==> src/rtl/vga_capture_rx_if.sv <==
`timescale 1ns/1ps
// Signal bundle between a TinyVGA PMOD byte source and the vga_capture_rx receiver.
// The master modport is the source/observer side; the slave modport is the receiver.
interface vga_capture_rx_if;
    logic [7:0]  vga_in;
    logic        locked;
    logic        sync_err;
    logic [7:0]  err_count;
    logic        frame_start;
    logic        pix_valid;
    logic [9:0]  pix_x;
    logic [9:0]  pix_y;
    logic [5:0]  pix_rgb;
    logic [15:0] frame_sum;
    logic        frame_sum_valid;

    modport master (
        output vga_in,
        input  locked, sync_err, err_count, frame_start, pix_valid,
        input  pix_x, pix_y, pix_rgb, frame_sum, frame_sum_valid
    );

    modport slave (
        input  vga_in,
        output locked, sync_err, err_count, frame_start, pix_valid,
        output pix_x, pix_y, pix_rgb, frame_sum, frame_sum_valid
    );
endinterface

==> src/rtl/vga_capture_rx.sv <==
`timescale 1ns/1ps
// vga_capture_rx: recovers VGA line/frame timing from a TinyVGA PMOD byte and emits pixels.
// Define VGA_RX_CHECKSUM_EN to build the per-frame colour checksum (frame_sum).
module vga_capture_rx #(
    parameter int H_DISPLAY = 640,
    parameter int H_SYNC    = 96,
    parameter int H_BACK    = 48,
    parameter int H_TOTAL   = 800,
    parameter int V_DISPLAY = 480,
    parameter int V_SYNC    = 2,
    parameter int V_BACK    = 33,
    parameter int V_TOTAL   = 525
) (
    input  logic            clk,
    input  logic            rst_n,
    vga_capture_rx_if.slave bus
);

    localparam logic [9:0] CNT_MAX  = 10'd1023;
    localparam logic [9:0] H_LAST   = 10'(H_TOTAL - 1);
    localparam logic [9:0] V_FULL   = 10'(V_TOTAL);
    localparam logic [9:0] H_ACT_LO = 10'(H_SYNC + H_BACK);
    localparam logic [9:0] H_ACT_HI = 10'(H_SYNC + H_BACK + H_DISPLAY - 1);
    localparam logic [9:0] V_ACT_LO = 10'(V_SYNC + V_BACK);
    localparam logic [9:0] V_ACT_HI = 10'(V_SYNC + V_BACK + V_DISPLAY - 1);

    typedef enum logic [1:0] {
        ST_SEARCH  = 2'd0,
        ST_MEASURE = 2'd1,
        ST_LOCKED  = 2'd2
    } state_t;

    logic [7:0] r_s1;
    logic [1:0] r_s2;  // {hsync, vsync} delayed one more cycle for edge detection
    logic [9:0] r_hc;
    logic [9:0] r_vc;
    logic       r_h_seen;
    state_t     r_state;
    logic       r_locked;
    logic       r_sync_err;
    logic [7:0] r_err_count;
    logic       r_frame_start;
    logic       r_pix_valid;
    logic [9:0] r_pix_x;
    logic [9:0] r_pix_y;
    logic [5:0] r_pix_rgb;

    logic       w_hs_rise;
    logic       w_vs_rise;
    logic [9:0] w_hc_inc;
    logic [9:0] w_hc_cur;
    logic [9:0] w_vc_inc;
    logic [9:0] w_vc_cur;
    logic       w_timeout;
    logic       w_line_err;
    logic       w_frame_err;
    logic       w_err_any;
    logic       w_err;
    logic       w_active;
    logic       w_pix_valid;
    logic [5:0] w_rgb;

    assign w_hs_rise = r_s1[7] & ~r_s2[1];
    assign w_vs_rise = r_s1[3] & ~r_s2[0];

    // w_hc_cur / w_vc_cur are the counts belonging to the byte currently held in r_s1.
    assign w_hc_inc = (r_hc == CNT_MAX) ? CNT_MAX : r_hc + 10'd1;
    assign w_hc_cur = w_hs_rise ? 10'd0 : w_hc_inc;
    assign w_vc_inc = (w_hs_rise && (r_vc != CNT_MAX)) ? r_vc + 10'd1 : r_vc;
    assign w_vc_cur = w_vs_rise ? 10'd0 : w_vc_inc;

    assign w_timeout   = (w_hc_cur == CNT_MAX) && (r_hc != CNT_MAX);
    assign w_line_err  = w_hs_rise && r_h_seen && (r_hc != H_LAST);
    assign w_frame_err = w_vs_rise && (r_state != ST_SEARCH) && (w_vc_inc != V_FULL);
    assign w_err_any   = w_timeout | w_line_err | w_frame_err;
    assign w_err       = w_err_any && (r_state != ST_SEARCH);

    assign w_active = (w_hc_cur >= H_ACT_LO) && (w_hc_cur <= H_ACT_HI) &&
                      (w_vc_cur >= V_ACT_LO) && (w_vc_cur <= V_ACT_HI);
    assign w_pix_valid = (r_state == ST_LOCKED) && !w_err && w_active;
    assign w_rgb = {r_s1[0], r_s1[4], r_s1[1], r_s1[5], r_s1[2], r_s1[6]};

    always_ff @(posedge clk or negedge rst_n) begin
        if (!rst_n) begin
            r_s1          <= '0;
            r_s2          <= '0;
            r_hc          <= '0;
            r_vc          <= '0;
            r_h_seen      <= 1'b0;
            r_state       <= ST_SEARCH;
            r_locked      <= 1'b0;
            r_sync_err    <= 1'b0;
            r_err_count   <= '0;
            r_frame_start <= 1'b0;
            r_pix_valid   <= 1'b0;
            r_pix_x       <= '0;
            r_pix_y       <= '0;
            r_pix_rgb     <= '0;
        end else begin
            // NOTE: every register here uses <= so all decisions see pre-edge values.
            r_s1 <= bus.vga_in;
            r_s2 <= {r_s1[7], r_s1[3]};
            r_hc <= w_hc_cur;
            r_vc <= w_vc_cur;

            if (w_err_any) begin
                r_h_seen <= 1'b0;
            end else if (w_hs_rise) begin
                r_h_seen <= 1'b1;
            end

            case (r_state)
                ST_SEARCH: begin
                    if (w_vs_rise) r_state <= ST_MEASURE;
                end
                ST_MEASURE: begin
                    if (w_err) begin
                        r_state <= ST_SEARCH;
                    end else if (w_vs_rise) begin
                        r_state  <= ST_LOCKED;
                        r_locked <= 1'b1;
                    end
                end
                ST_LOCKED: begin
                    if (w_err) begin
                        r_state  <= ST_SEARCH;
                        r_locked <= 1'b0;
                    end
                end
                default: begin
                    r_state  <= ST_SEARCH;
                    r_locked <= 1'b0;
                end
            endcase

            r_sync_err    <= w_err;
            r_frame_start <= w_vs_rise;
            if (w_err && (r_err_count != 8'hFF)) begin
                r_err_count <= r_err_count + 8'd1;
            end

            r_pix_valid <= w_pix_valid;
            if (w_pix_valid) begin
                r_pix_x   <= w_hc_cur - H_ACT_LO;
                r_pix_y   <= w_vc_cur - V_ACT_LO;
                r_pix_rgb <= w_rgb;
            end
        end
    end

    assign bus.locked      = r_locked;
    assign bus.sync_err    = r_sync_err;
    assign bus.err_count   = r_err_count;
    assign bus.frame_start = r_frame_start;
    assign bus.pix_valid   = r_pix_valid;
    assign bus.pix_x       = r_pix_x;
    assign bus.pix_y       = r_pix_y;
    assign bus.pix_rgb     = r_pix_rgb;

`ifdef VGA_RX_CHECKSUM_EN
    logic [15:0] r_acc;
    logic [15:0] r_frame_sum;
    logic        r_frame_sum_valid;

    // Only a frame that was locked from its first to its last line publishes its sum.
    always_ff @(posedge clk or negedge rst_n) begin
        if (!rst_n) begin
            r_acc             <= '0;
            r_frame_sum       <= '0;
            r_frame_sum_valid <= 1'b0;
        end else begin
            r_frame_sum_valid <= 1'b0;
            if (w_vs_rise || w_err) begin
                if (w_vs_rise && (r_state == ST_LOCKED) && !w_err) begin
                    r_frame_sum       <= r_acc;
                    r_frame_sum_valid <= 1'b1;
                end
                r_acc <= '0;
            end else if (w_pix_valid) begin
                r_acc <= r_acc + {10'd0, w_rgb};
            end
        end
    end

    assign bus.frame_sum       = r_frame_sum;
    assign bus.frame_sum_valid = r_frame_sum_valid;
`else
    assign bus.frame_sum       = 16'd0;
    assign bus.frame_sum_valid = 1'b0;
`endif

endmodule

==> src/flat_wrapper.sv <==
// flat-port wrapper written by rule: the top's interface ports become plain ports
module vga_capture_rx_flat 
#(
    parameter int H_DISPLAY = 640,
    parameter int H_SYNC    = 96,
    parameter int H_BACK    = 48,
    parameter int H_TOTAL   = 800,
    parameter int V_DISPLAY = 480,
    parameter int V_SYNC    = 2,
    parameter int V_BACK    = 33,
    parameter int V_TOTAL   = 525
)
  (clk, rst_n, bus_vga_in, bus_locked, bus_sync_err, bus_err_count, bus_frame_start, bus_pix_valid, bus_pix_x, bus_pix_y, bus_pix_rgb, bus_frame_sum, bus_frame_sum_valid);
  vga_capture_rx_if bus_i ();
  input  logic clk;
  input  logic rst_n;
  input wire logic [$bits(bus_i.vga_in)-1:0] bus_vga_in;
  output wire logic [$bits(bus_i.locked)-1:0] bus_locked;
  output wire logic [$bits(bus_i.sync_err)-1:0] bus_sync_err;
  output wire logic [$bits(bus_i.err_count)-1:0] bus_err_count;
  output wire logic [$bits(bus_i.frame_start)-1:0] bus_frame_start;
  output wire logic [$bits(bus_i.pix_valid)-1:0] bus_pix_valid;
  output wire logic [$bits(bus_i.pix_x)-1:0] bus_pix_x;
  output wire logic [$bits(bus_i.pix_y)-1:0] bus_pix_y;
  output wire logic [$bits(bus_i.pix_rgb)-1:0] bus_pix_rgb;
  output wire logic [$bits(bus_i.frame_sum)-1:0] bus_frame_sum;
  output wire logic [$bits(bus_i.frame_sum_valid)-1:0] bus_frame_sum_valid;
  assign bus_i.vga_in = bus_vga_in;
  assign bus_locked = bus_i.locked;
  assign bus_sync_err = bus_i.sync_err;
  assign bus_err_count = bus_i.err_count;
  assign bus_frame_start = bus_i.frame_start;
  assign bus_pix_valid = bus_i.pix_valid;
  assign bus_pix_x = bus_i.pix_x;
  assign bus_pix_y = bus_i.pix_y;
  assign bus_pix_rgb = bus_i.pix_rgb;
  assign bus_frame_sum = bus_i.frame_sum;
  assign bus_frame_sum_valid = bus_i.frame_sum_valid;
  vga_capture_rx #(.H_DISPLAY(H_DISPLAY), .H_SYNC(H_SYNC), .H_BACK(H_BACK), .H_TOTAL(H_TOTAL), .V_DISPLAY(V_DISPLAY), .V_SYNC(V_SYNC), .V_BACK(V_BACK), .V_TOTAL(V_TOTAL)) u_core (.clk(clk), .rst_n(rst_n), .bus(bus_i));
endmodule
==> config.mk <==
export PLATFORM = sky130hd
export DESIGN_NAME = vga_capture_rx_flat
export DESIGN_NICKNAME = d
export VERILOG_FILES = /design/src/rtl/vga_capture_rx_if.sv /design/src/rtl/vga_capture_rx.sv /design/src/flat_wrapper.sv
export SDC_FILE = /design/constraint.sdc
export NUM_CORES = 1
export LEC_CHECK = 0
export CORE_ASPECT_RATIO = 0.8
export CORE_MARGIN = 4
export CORE_UTILIZATION = 40
export CTS_CLUSTER_DIAMETER = 150
export DETAILED_ROUTE_END_ITERATION = 8
export PLACE_DENSITY_LB_ADDON = 0.12
export SETUP_SLACK_MARGIN = 0.4
export SKIP_CTS_REPAIR_TIMING = 1
export SYNTH_ARGS = -nofsm -noshare
export SYNTH_HDL_FRONTEND = slang
export SYNTH_SLANG_ARGS = --single-unit
==> constraint.sdc <==
create_clock -name clk -period 6.5 [get_ports clk]
set_input_delay 0.975 -clock clk [delete_from_list [all_inputs] [get_ports clk]]
set_output_delay 0.975 -clock clk [all_outputs]
set_load 0.01 [all_outputs]
==> summary.log <==
[critical_path] CP arrival 4.10 ns
[critical_path] startpoint-to-endpoint class of the critical path flop to flop
[power] Worst IR Drop VDD 0.181 mV
[synth] Yosys cell types 68
[final_layout] most frequent standard cell in the layout excluding fill and tap cells sky130_fd_sc_hd__dfrtp_1
[flow_run] max capacitance violation total 0
[critical_path] slack of the worst reg-to-reg path 2.60 ns
[critical_path] worst-path cell with the longest stage delay sky130_fd_sc_hd__o31ai_1
[route] overall via count from detail_route 2567
[clock_network] total CTS buffers 9
[sta] part of the cycle the worst path needs 0.599
[critical_path] cells on worst reg2reg path 11
[floorplan] core outline area 0.00915 mm2
[synth] Netlist Area Pre-Place 0.00381 mm2
[min_path] Tightest Hold Check Type flop to flop
[floorplan] Std-Cell Rows 31
[route] average wire per standard cell 15.9 um
[critical_path] crit path buf inv count 1
[critical_path] ordered list of cells on the worst path ha_1 -> nand2_1 -> o31ai_1 -> mux2i_1 -> nor2_1 -> ha_1 -> o21ai_1 -> a21o_2 -> a2111oi_4 -> buf_4 -> mux2_2
[clock_network] root buffer cell sky130_fd_sc_hd__clkbuf_16
[clock_network] later-pin clock latency in the skew report 0.32 ns
[synth] sequential share of the synthesized area 0.466
[synth] largest area contributor in the synthesized netlist sky130_fd_sc_hd__dfrtp_1
[power] combinational power share 0.186
[synth] share of the synthesized area in the top cell type 0.466
[grt] number of global-route vias before repair 2479
[synth] synthesis warning total 0
[route] detailed-routing iteration count for the pre-antenna-repair pass 4
[power] pwr dens 267 mW/mm2
[critical_path] sort of element at the end of the critical path flop
[sta] Setup-failing EPs final 0
[placed_design] half-perimeter wire length of the detailed placement result 5500 um
[sta] setup slack of the critical path after layout 2.60 ns
[route] Antenna Violating Nets Remaining 0
[sta] top achievable clock speed 257 MHz
[critical_path] kind of start point of the critical path flop
[synth] Async SR Flop Fraction 1.00
[power] Leak Pwr 2.01 nW
[critical_path] origin of the critical flop-to-flop path u_core.r_vc[1]
[critical_path] slowest stage delay, CP 0.56 ns
[synth] Primary FF master, synth sky130_fd_sc_hd__dfrtp_1
[grt] global route total overflow 0
[sta] worst slew pin tran 0.898 ns
[sta] final hold violation count 0
[power] relative contribution of the clock network to total power 0.373
[sta] Max Transition Viols Final 0
[synth] flop and latch count out of synthesis 71
[synth] per-instance average area after synthesis 11.4 um2
[sta] setup repair after global routing missed its margin false
[clock_network] Clock Sink Count 71
[final_layout] most frequent cells in the layout sky130_fd_sc_hd__dfrtp_1 (71), sky130_fd_sc_hd__clkdlybuf4s50_1 (46), sky130_fd_sc_hd__nand2_1 (20)
[floorplan] number of placed I/O pins 65
[sta] sum of negative setup slack 0 ns
[placed_design] minimum setup slack after placement 2.67 ns
[sta] Clock Skew 0.00472 ns
[min_path] start point of the worst min-delay path u_core.r_s1[3]
[grt] pin count of the biggest net entering global routing 72
[floorplan] y dimension of the die 95.3 um
[route] DRT Wirelength 7970 um
[synth] EDFF count, synth 0
[critical_path] Crit path max-delay family compound AO/OA/AOI/OAI gates
[power] net switching power 353 uW
[grt] number of antenna violations at the first check in global routing 0
[clock_network] clock-pin slew on the worst setup and hold paths 0.06 ns
[critical_path] CP Max Fanout 27
[route] violation count after the first detailed-route iteration 106
[sta] final critical-path required period 3.90 ns
[power] sequential group share of total power 0.441
[route] DRC 0
[floorplan] Die Area 0.0112 mm2
[power] switching fraction of total power 0.289
[floorplan] effective utilization at floorplan 0.416
[min_path] number of stages on the worst hold path 0
[synth] dominant cells by area after synthesis sky130_fd_sc_hd__dfrtp_1 (47%), sky130_fd_sc_hd__mux2_4 (7.1%), sky130_fd_sc_hd__buf_4 (3.3%)
[placed_design] IO Port Bufs 47
[clock_network] clock buffer depth 2
[outcome] run status finished clean
[floorplan] die outline width 117 um
[critical_path] R2R Path End u_core.bus.pix_x[6]
[synth] count of mapped cells out of synthesis 333
[final_layout] proportion of layout cells with a drive suffix above 1 0.176
[power] internal power 869 uW
[critical_path] cell seen most often among critical-path stages sky130_fd_sc_hd__ha_1
[critical_path] critical path data required time 6.70 ns
[grt] wire length of the first global-routing pass 13000 um
[min_path] end point of the worst hold path u_core.r_s2[0]
[route] detail-routed via count per cell 5.11
[sta] max_slew headroom 0.401
[clock_network] number of H-tree branching levels 3
[grt] combined global-route utilization of all metal layers 0.150
[final_layout] number of diodes added for antenna fixing 0
[placed_design] final weighted congestion in routability-driven placement 0.803
[clock_network] CTS tree yes
[final_layout] Net count, final 400
[final_layout] P&R area growth vs syn 20.1%
[cells by family after synthesis]
family          Yosys count  synth area share
buf+inv                  38            0.0634
fa+ha+maj                 8            0.0263
compound gates           58             0.127
simple gates            101             0.150
mux                      33             0.113
flops                    71             0.466
xor+xnor                 23            0.0529
other cells               1          0.000984
[worst max path at each step]
stage	cells past startpoint	slack, ns	from	end
final	11	2.60	u_core.r_vc[1]	u_core.bus.pix_x[6]
after floorplan	11	3.09	u_core.r_vc[0]	u_core.bus.pix_x[8]
after global routing	11	2.28	u_core.r_vc[1]	u_core.bus.pix_x[6]
after detailed placement	11	2.67	u_core.r_vc[1]	u_core.bus.pix_x[6]
after CTS	11	2.61	u_core.r_vc[1]	u_core.bus.pix_x[6]
after global placement	11	2.71	u_core.r_vc[1]	u_core.bus.pix_x[4]
[per-layer routing]
metal  vias to the layer above  share of wire  global-route usage
met4                         0         0.0069              0.0382
met1                      1227           0.53               0.236
met2                        70           0.40               0.194
met3                         5          0.060              0.0501
li1                       1265              -                   -
met5                         -              0                   0
[area by class of cell]
class                   count  area (um2)
fillers                   814        4580
multi-input cells         240        1850
flip-flops and latches     71        1780
repair buffers             50         488
clock buffers              13         260
well taps                 115         144
inverters                  10        37.5
clock inverters             3        17.5
[power groups by stage]
stage	combinational, mW	clock [mW]	sequential (mW)
6_report	0.227	0.455	0.539
4_1_cts	0.228	0.467	0.537
3_3_place_gp	0.229	0	0.545
2_1_floorplan	0.151	0	0.537
5_1_grt	0.249	0.486	0.546
3_5_place_dp	0.227	0	0.542
[cell usage after synthesis, drive strengths merged, types with 4 or more instances]
cell    count
nand2b      4
mux2i       7
nor2       19
nor3        4
and3        9
mux2       26
o21ai       4
and4        4
nand2      20
xnor2      13
clkbuf      6
dfrtp      71
ha          8
a21oi      17
nand3      10
nand4       8
and2        5
xor2       10
inv        10
a31oi       5
buf        22
or3         4
[sequential cells by signal (all words and copies together) (netlist names)]
register                cells
u_core.bus.err_count        8
u_core.bus.frame_start      1
u_core.bus.locked           1
u_core.bus.pix_rgb          6
u_core.bus.pix_valid        1
u_core.bus.pix_x           10
u_core.bus.pix_y           10
u_core.bus.sync_err         1
u_core.r_h_seen             1
u_core.r_hc                10
u_core.r_s1                 8
u_core.r_s2                 2
u_core.r_state              2
u_core.r_vc                10
[through the flow]
step | hold WS [ns] | utilization | instance area (um2) | power (mW) | cells
2_1_floorplan | 0.355 | - | 3870 | 0.688 | 349
3_3_place_gp | 0.366 | 0.470 | 4300 | 0.773 | 486
3_5_place_dp | 0.369 | 0.470 | 4300 | 0.769 | 486
4_1_cts | 0.382 | 0.500 | 4580 | 1.23 | 502
5_1_grt | 0.416 | 0.500 | 4580 | 1.28 | 502
6_report | 0.380 | 0.500 | 4580 | 1.22 | 502
Power figures use the tool's default switching activity.
